[config.mk]
export PLATFORM = sky130hd
export DESIGN_NAME = bnn_seq_ctrl_flat
export DESIGN_NICKNAME = d
export VERILOG_FILES = /design/src/rtl/bnn_seq_if.sv /design/src/rtl/bnn_seq_ctrl.sv /design/src/flat_wrapper.sv
export SDC_FILE = /design/constraint.sdc
export NUM_CORES = 1
export LEC_CHECK = 0
export ABC_AREA = 1
export BUFFER_PORTS_ARGS = -buffer_cell sky130_fd_sc_hd__buf_2
export CAP_MARGIN = 25
export CORE_MARGIN = 8
export CORE_UTILIZATION = 60
export DETAILED_ROUTE_END_ITERATION = 7
export GPL_TIMING_DRIVEN = 0
export PLACE_DENSITY = 0.75
export SYNTH_ARGS = -nofsm -noshare
export SYNTH_HDL_FRONTEND = slang
export SYNTH_SLANG_ARGS = --single-unit
[constraint.sdc]
create_clock -name clk -period 14.1 [get_ports clk]
set_clock_uncertainty 0.1 [all_clocks]
set_input_delay 0.705 -clock clk [delete_from_list [all_inputs] [get_ports clk]]
set_output_delay 0.705 -clock clk [all_outputs]
set_load 0.02 [all_outputs]
[src/rtl/bnn_seq_if.sv]
// bnn_seq_if: start/config/result signals of bnn_seq_ctrl; BNN_TRACE_EN adds the trace outputs
interface bnn_seq_if;
    logic        start;
    logic [7:0]  x_in;
    logic        cfg_we;
    logic [3:0]  cfg_addr;
    logic [11:0] cfg_wdata;
    logic        busy;
    logic        done;
    logic        cfg_err;
    logic [7:0]  y_out;
`ifdef BNN_TRACE_EN
    logic        trace_valid;
    logic [3:0]  trace_idx;
    logic [3:0]  trace_sum;
    modport master (output start, x_in, cfg_we, cfg_addr, cfg_wdata,
                    input busy, done, cfg_err, y_out, trace_valid, trace_idx, trace_sum);
    modport slave (input start, x_in, cfg_we, cfg_addr, cfg_wdata,
                   output busy, done, cfg_err, y_out, trace_valid, trace_idx, trace_sum);
`else
    modport master (output start, x_in, cfg_we, cfg_addr, cfg_wdata,
                    input busy, done, cfg_err, y_out);
    modport slave (input start, x_in, cfg_we, cfg_addr, cfg_wdata,
                   output busy, done, cfg_err, y_out);
`endif
endinterface

[src/rtl/bnn_seq_ctrl.sv]
// bnn_seq_ctrl: 8-8-4-4 BNN sequencer, one neuron per cycle on a shared XNOR-popcount unit; BNN_TRACE_EN adds trace outputs
module bnn_seq_ctrl (
    input logic      clk,
    input logic      rst_n,
    input logic      ena,
    bnn_seq_if.slave bus
);
    typedef enum logic [2:0] {IDLE, L1, L2, L3, DONE} state_t;
    state_t     state, state_nx;
    logic [3:0] idx;
    logic [7:0] x_q, act1, y_q;
    logic [3:0] act2, act3;
    logic [7:0] w_q [16];
    logic [3:0] thr_q [16];
    logic       err_q, busy, cfg_ok;
    logic [7:0] src, agree;
    logic [3:0] sum;
    logic       hit;

    // state register, frozen while ena is low
    always_ff @(posedge clk or negedge rst_n)
        if (!rst_n) state <= IDLE;
        else if (ena) state <= state_nx;

    // layer sequencing by neuron index
    always_comb begin
        state_nx = state;
        case (state)
            IDLE:    state_nx = bus.start ? L1 : IDLE;
            L1:      state_nx = idx == 4'd7 ? L2 : L1;
            L2:      state_nx = idx == 4'd11 ? L3 : L2;
            L3:      state_nx = idx == 4'd15 ? DONE : L3;
            default: state_nx = IDLE;
        endcase
    end

    // handshake outputs; pulses are suppressed in frozen cycles
    always_comb begin
        busy        = state == L1 || state == L2 || state == L3;
        cfg_ok      = state == IDLE || state == DONE;
        bus.busy    = busy;
        bus.done    = ena && state == DONE;
        bus.cfg_err = ena && err_q;
        bus.y_out   = y_q;
    end

    // shared neuron: layer 3 only looks at the upper weight nibble against act2
    always_comb begin
        src   = state == L1 ? x_q : state == L2 ? act1 : {act2, 4'h0};
        agree = ~(src ^ w_q[idx]) & (state == L3 ? 8'hF0 : 8'hFF);
        sum   = 4'd0;
        for (int i = 0; i < 8; i++) sum = sum + {3'd0, agree[i]};
        hit   = sum >= thr_q[idx];
    end

    // run datapath: input latch, index, activations and result register
    always_ff @(posedge clk or negedge rst_n)
        if (!rst_n) begin
            idx   <= 4'd0;
            x_q   <= 8'h00;
            act1  <= 8'h00;
            act2  <= 4'h0;
            act3  <= 4'h0;
            y_q   <= 8'h00;
            err_q <= 1'b0;
        end else if (ena) begin
            err_q <= bus.cfg_we && busy;
            if (state == IDLE && bus.start) begin
                x_q <= bus.x_in;
                idx <= 4'd0;
            end
            if (busy) idx <= idx + 4'd1;
            if (state == L1) act1[idx[2:0]] <= hit;
            if (state == L2) act2[idx[1:0]] <= hit;
            if (state == L3) act3[idx[1:0]] <= hit;
            if (state == L3 && idx == 4'd15) y_q <= {hit, act3[2:0], act2};
        end

    // parameter file, writable only outside a run
    always_ff @(posedge clk or negedge rst_n)
        if (!rst_n) begin
            for (int i = 0; i < 16; i++) begin
                w_q[i]   <= 8'h00;
                thr_q[i] <= 4'h0;
            end
        end else if (ena && bus.cfg_we && cfg_ok) begin
            {thr_q[bus.cfg_addr], w_q[bus.cfg_addr]} <= bus.cfg_wdata;
        end

`ifdef BNN_TRACE_EN
    // trace of each evaluated neuron, one cycle behind
    always_ff @(posedge clk or negedge rst_n)
        if (!rst_n) begin
            bus.trace_valid <= 1'b0;
            bus.trace_idx   <= 4'd0;
            bus.trace_sum   <= 4'd0;
        end else if (ena) begin
            bus.trace_valid <= busy;
            bus.trace_idx   <= idx;
            bus.trace_sum   <= sum;
        end
`endif
endmodule

[src/flat_wrapper.sv]
// flat-port wrapper written by rule: the top's interface ports become plain ports
module bnn_seq_ctrl_flat 
  (clk, rst_n, ena, bus_start, bus_x_in, bus_cfg_we, bus_cfg_addr, bus_cfg_wdata, bus_busy, bus_done, bus_cfg_err, bus_y_out);
  bnn_seq_if bus_i ();
  input logic clk;
  input logic rst_n;
  input logic ena;
  input wire logic [$bits(bus_i.start)-1:0] bus_start;
  input wire logic [$bits(bus_i.x_in)-1:0] bus_x_in;
  input wire logic [$bits(bus_i.cfg_we)-1:0] bus_cfg_we;
  input wire logic [$bits(bus_i.cfg_addr)-1:0] bus_cfg_addr;
  input wire logic [$bits(bus_i.cfg_wdata)-1:0] bus_cfg_wdata;
  output wire logic [$bits(bus_i.busy)-1:0] bus_busy;
  output wire logic [$bits(bus_i.done)-1:0] bus_done;
  output wire logic [$bits(bus_i.cfg_err)-1:0] bus_cfg_err;
  output wire logic [$bits(bus_i.y_out)-1:0] bus_y_out;
  assign bus_i.start = bus_start;
  assign bus_i.x_in = bus_x_in;
  assign bus_i.cfg_we = bus_cfg_we;
  assign bus_i.cfg_addr = bus_cfg_addr;
  assign bus_i.cfg_wdata = bus_cfg_wdata;
  assign bus_busy = bus_i.busy;
  assign bus_done = bus_i.done;
  assign bus_cfg_err = bus_i.cfg_err;
  assign bus_y_out = bus_i.y_out;
  bnn_seq_ctrl u_core (.clk(clk), .rst_n(rst_n), .ena(ena), .bus(bus_i));
endmodule
======== Yosys cells after proc, flatten, opt, wreduce, memory -nomap -nowiden ========
Cells that the tools add are included.
storage, ports and cells
  register bits after elaboration ......... 232
  input port bits ......................... 29
  output and inout bits ................... 11
  logic and storage cells ................. 118
operators by class
  add/sub/neg operators ................... 8
  $lt $le $gt $ge ......................... 8
  eq/ne operators ......................... 7
  multiplexer cells ....................... 29
  bitwise operators ....................... 5
  reduce and logical (&&, ||, !) cells .... 21
operator list
  kind                   count
  $bwmux W128            1
  $bwmux W64             1
  $mux W8                5
  $bmux W8 S4            1
  $demux W8 S4           1
  $add A4 B1 Y4          6
  $mux W4                6
  $bmux W4 S4            1
  $demux W4 S4           1
  $pmux W3 S4            1
  $reduce_and A2 Y1      6
  $ge A5 B5 Y1 const B   2
  $logic_and A1 B1 Y1    10
  $not A4 Y5             2
  $and A8 B8 Y8          1
  $bwmux W4              2
  $bwmux W8              1
  $eq A4 B4 Y1 const B   2
  $not A8 Y8             1
  $xor A8 B8 Y8          1
  $eq A3 B2 Y1 const B   2
  $lt A5 B1 Y1 const B   1
  $add A4 B1 Y4 const B  1
  $eq A4 B3 Y1 const B   1
  other kinds (16)       21

======== Depth between registers and ports, before layout ========
  depth after elaboration ................. 16
  gate-level depth with buffers ........... 28
  gate-level depth less buffers ........... 26

======== Worst setup path before layout ========
No wires, ideal clock.
  path type ............................... register to register
  start ................................... reg u_core.idx[2]
  end ..................................... reg u_core.act2[1]
  setup time .............................. 0.126 ns
  arrival ................................. 4.581 ns
  required time ........................... 13.874 ns
  path slack .............................. 9.293 ns
  stages on the path, launching flop included .. 28
  path buffers ............................ 3
  clock period less this slack ............ 4.807 ns
  cell sequence ........................... dfrtp_1 -> buf_4 -> nor2_1 -> buf_2 -> nand3_1 -> nand2_1 -> nor2_1 -> nand2_1 -> nand3_1 -> nand2_1 -> nor2_1 -> ha_1 -> inv_1 -> fa_1 -> inv_1 -> fa_1 -> fa_1 -> inv_1 -> fa_1 -> inv_1 -> ha_1 -> inv_1 -> o21bai_1 -> nand3_1 -> nand3_1 -> clkbuf_1 -> nand2_1 -> o21ai_0
on the way
  longest elaborated chain between the ends .. 16
  elaborated cells on any way between the ends .. 19
  classes of those cells .................. 7 x add/sub; 1 x order compare; 7 x mux; 4 x bitwise
RTL lines
  what                                         RTL line                                source
  from (decl)                                  bnn_seq_ctrl.sv:10                      logic [3:0] idx;
  from (signal assigned)                       bnn_seq_ctrl.sv:72                      if (busy) idx <= idx + 4'd1;
  $not A4 Y5 (implied by the code) *           bnn_seq_ctrl.sv:50, bnn_seq_ctrl.sv:53
  $bmux W8 S4                                  bnn_seq_ctrl.sv:50                      agree = ~(src ^ w_q[idx]) & (state == L3 ? 8'hF0 : 8'hFF);
  $mux W8 (implied by the code) (2 in series)  bnn_seq_ctrl.sv:50
  $xor A8 B8 Y8                                bnn_seq_ctrl.sv:50
  $not A8 Y8                                   bnn_seq_ctrl.sv:50
  $and A8 B8 Y8                                bnn_seq_ctrl.sv:50
  $add A1 B1 Y2                                bnn_seq_ctrl.sv:52                      for (int i = 0; i < 8; i++) sum = sum + {3'd0, agree[i]};
  $add A4 B1 Y4 (6 in series)                  bnn_seq_ctrl.sv:52
  $ge A4 B4 Y1 *                               bnn_seq_ctrl.sv:53                      hit = sum >= thr_q[idx];
  $bwmux W4 *                                  bnn_seq_ctrl.sv:74                      if (state == L2) act2[idx[1:0]] <= hit;
  to (signal, indexed assignment)              bnn_seq_ctrl.sv:74
  to (decl)                                    bnn_seq_ctrl.sv:12                      logic [3:0] act2, act3;
Mark *: on every way between the ends. The rest lies on a longest branch, timed or not. The select of a mux whose other input is x is not followed.
A chain may end at the register's enable or synchronous reset.

======== Worst setup path after layout ========
  start ................................... reg u_core.idx[2]
  end ..................................... reg u_core.y_q[7] (netlist: u_core.bus.y_out[7])
on the way
  longest elaborated chain between the ends .. 15
  elaborated cells on any way between the ends .. 21
  classes of those cells .................. 7 x add/sub; 1 x order compare; 1 x eq/ne; 6 x mux; 4 x bitwise; 2 x reduce/logical
RTL lines
  what                                         RTL line                                source
  $not A4 Y5 (implied by the code)             bnn_seq_ctrl.sv:50, bnn_seq_ctrl.sv:53
  $bmux W8 S4                                  bnn_seq_ctrl.sv:50
  $mux W8 (implied by the code) (2 in series)  bnn_seq_ctrl.sv:50
  $xor A8 B8 Y8                                bnn_seq_ctrl.sv:50
  $not A8 Y8                                   bnn_seq_ctrl.sv:50
  $and A8 B8 Y8                                bnn_seq_ctrl.sv:50
  $add A1 B1 Y2                                bnn_seq_ctrl.sv:52
  $add A4 B1 Y4 (6 in series)                  bnn_seq_ctrl.sv:52
  $ge A4 B4 Y1                                 bnn_seq_ctrl.sv:53
  to (signal assigned)                         bnn_seq_ctrl.sv:76                      if (state == L3 && idx == 4'd15) y_q <= {hit, act3[2:0], act2};
  to (decl)                                    bnn_seq_ctrl.sv:11                      logic [7:0] x_q, act1, y_q;
Parallel ways exist; a longest one is shown, timed or not. The select of a mux whose other input is x is not followed.

==> results.md <==
- Status: complete, no violations
- Cells after DPL: 1644
- First-pass GRT wire length: 51900 um
- Clk pwr share: 0.182
- Yosys warns: 0
- Hold buffer count at cts: 0
- Final critical-path share of the clock period: 0.427
- Diode count: 0
- Hold Slack: 0.000222 ns
- Sw frac: 0.474
- Worst Path Max Fanout: 10
- DRC viols: 0
- Worst setup EP type: register
- Top FF cell, synth: dfrtp_1
- Max-cap violations: 0
- Combinational fraction of design power: 0.537
- Yosys reg bits: 231
- GRT overflow: 0
- Multi-input logic area: 4370 um2
- Die area: 22700 um2
- FFs w/ async S/R, synth: 1.00
- WP data arrival: around 6.4 ns
- Total length of routed wires: 33300 um
- Rel. slew slack: 0.436
- Initial core utilization: 0.609
- Int Pwr: about 1900 uW
- Sw Pwr: 1670 uW
- Final Hold Vio Count: 0
- Rows: 49
- H-tree levels: 1
- Slowest cell on crit path: fa_1
- Hpwl dp: approximately 24000 um
- Core area: 17800 um2
- CTS tree: done
- Tmin final: 6.02 ns
- Startpoint type of the worst setup path: register
- Worst Tran Pin Value: 0.846 ns
- DRT Pass-1 Iters: 8
- Routed Antenna Nets: 0
- Die Ht: 151 um
- Inserted Clock Buffers: 24
- Final net count: 1485
- Sequential power share: 0.280
- Vias per cell: a little under 6
- CTS root buffer: clkbuf_16
- Sequential share of the synthesized area: 0.532
- Clock Latency Late Sink: between 0.5 and 0.6 ns
- Yosys cell types: 30
- Final Power: 3530 uW
- Routed len/inst: 19.8 um
- Fin Setup TNS: 0 ns
- P&R area growth vs syn: 12.4%
- Max clock buf depth: 3
- Critical path type: reg -> reg
- Pre-CTS WS: 8.23 ns
- Endpoints failing setup: 0
- DRT iter0 DRCs: 1021
- Post-CTS Resized: 0
- Area contributors post-synth: dfrtp_1 53%, nand2_1 16%, o21ai_0 11%
- Routability cong.: 0.982
- Post-synth top cells: 473 x nand2_1, 231 x dfrtp_1, 230 x o21ai_0, 103 x inv_1, 96 x nor2_1
- Vias: around 9800
- Sequential cell area: 5780 um2
- Worst vdd ir: 513 uV
- Syn avg cell area: between 7 and 8 um2
- Share of cells above drive strength 1: 0.0803
- Fill cells: 1508
- Vias in the first global route: 9553
- Synthesized area: roughly 11000 um2
- Initial antenna violation count: 0
- RSZ-0062 raised after global routing: no
- Cells after synthesis: 1374
- I/O pins: 40
- Final worst slack: 8.08 ns
- Die width: 151 um
- Buffers on Ports: 39
- Fin. max-slew vios: 0
- Largest net degree at the start of global routing: 95
- Power density cells: 289 nW/um2
- Share of the synthesized area in the top cell type: 0.532
- GRT Resource Usage Total: 0.300
- Post-Layout Cell Count: about 1700
- Worst Path Required: 14.46 ns
- Leading area contributor after synthesis: dfrtp_1
- P_leak: 0.00610 uW
- HP Class: in -> async
- Worst stage delay on the critical path: 0.53 ns
- Clk slew on worst S/H paths: about 0.06 ns
- Fmax: 166 MHz
- Clock sink total: approximately 230
- Post-CTS setup buffer count: 0
- Count leader, synth: nand2_1
- EDFF count, synth: 0
- Syn nets: 1418
-- power groups by stage --
| stage | registers, uW | logic [uW] | clock network (uW) |
|---|---|---|---|
| global route | 1010 | 2080 | 673 |
| finish | 989 | 1890 | 643 |
| global placement | 988 | 1720 | 0 |
| CTS | 984 | 1840 | 645 |
| detailed placement | 992 | 1770 | 0 |
| floorplan | 960 | 1240 | 0 |
-- stage by stage --
step	cell area, um2	utilization
5_1_grt	12200	0.684
3_3_place_gp	11300	0.636
6_report	12200	0.684
3_5_place_dp	11400	0.639
4_1_cts	12200	0.684
2_1_floorplan	10900	-
-- state kept, by name, summed over array words and instances, names as in the netlist --
register          count
u_core.act2           4
u_core.act1           8
u_core.act3           3
u_core.idx            4
u_core.x_q            8
u_core.bus.y_out      8
u_core.err_q          1
u_core.thr_q         64
u_core.w_q          128
u_core.state          3
-- cell usage in the layout, fill, tap and decap left out, types with 2 or more instances in the layout --
master	n
nand2_1	473
clkbuf_1	55
o22ai_1	8
bufinv_16	2
buf_16	2
a22oi_1	5
clkbuf_16	24
nand3_1	68
inv_2	3
nand4_1	18
clkbuf_8	6
o21ai_0	230
dfrtp_1	231
nor2_1	96
nor2_4	2
clkinv_2	5
nor3_1	8
mux2_2	3
nor2_2	3
nand2_2	2
inv_1	103
a21oi_1	22
buf_4	3
fa_1	4
a22o_1	2
xnor2_1	2
ha_1	11
buf_2	57
-- cell families after synthesis --
family,count (synthesis),synth area share
xor+xnor,2,0.00161
buf+inv,179,0.0651
simple gates,675,0.251
compound gates,269,0.127
flops,231,0.532
mux,3,0.00311
fa+ha+maj,15,0.0200
-- worst max-delay path, delay by kind of cell (launching register included) --
kind                     cells  cell delay, ns
AND/OR/NAND/NOR             12            1.56
AO/OA/AOI/OAI                1            0.13
adder cells (fa/ha/maj)      6            2.33
buffers and inverters        8            1.36
flip-flops                   1            0.41
-- layer usage --
layer  track usage  vias up  part of all wire
met5             0        -                 0
met1         0.389     4677              0.40
li1              -     4548                 -
met2         0.476      470              0.46
met3        0.0568      122             0.088
met4         0.150        0             0.054
-- cell type report --
cell class | instances | share of cell area
flip-flops and latches | 231 | 0.474
multi-input cells | 964 | 0.358
clock buffers | 34 | 0.0572
inverters | 106 | 0.0326
plain buffers | 73 | 0.0253
well taps | 229 | 0.0235
repair buffers | 41 | 0.0213
clock inverters | 8 | 0.00830
-- final timing paths --
check,depth (start not counted),endpoint,start,slack (ns)
min reg2reg,2,u_core.w_q[122],u_core.w_q[122],0.38
max in group asynchronous,3,u_core.thr_q[63],rst_n,12.70
min in group clk,3,u_core.x_q[5],bus_x_in[5],0.27
max reg2reg,27,u_core.bus.y_out[7],u_core.idx[2],8.08
min,1,u_core.bus.y_out[5],rst_n,0.0002
max,27,u_core.bus.y_out[7],u_core.idx[2],8.08
Note: power is estimated with default switching activity, not from simulation.
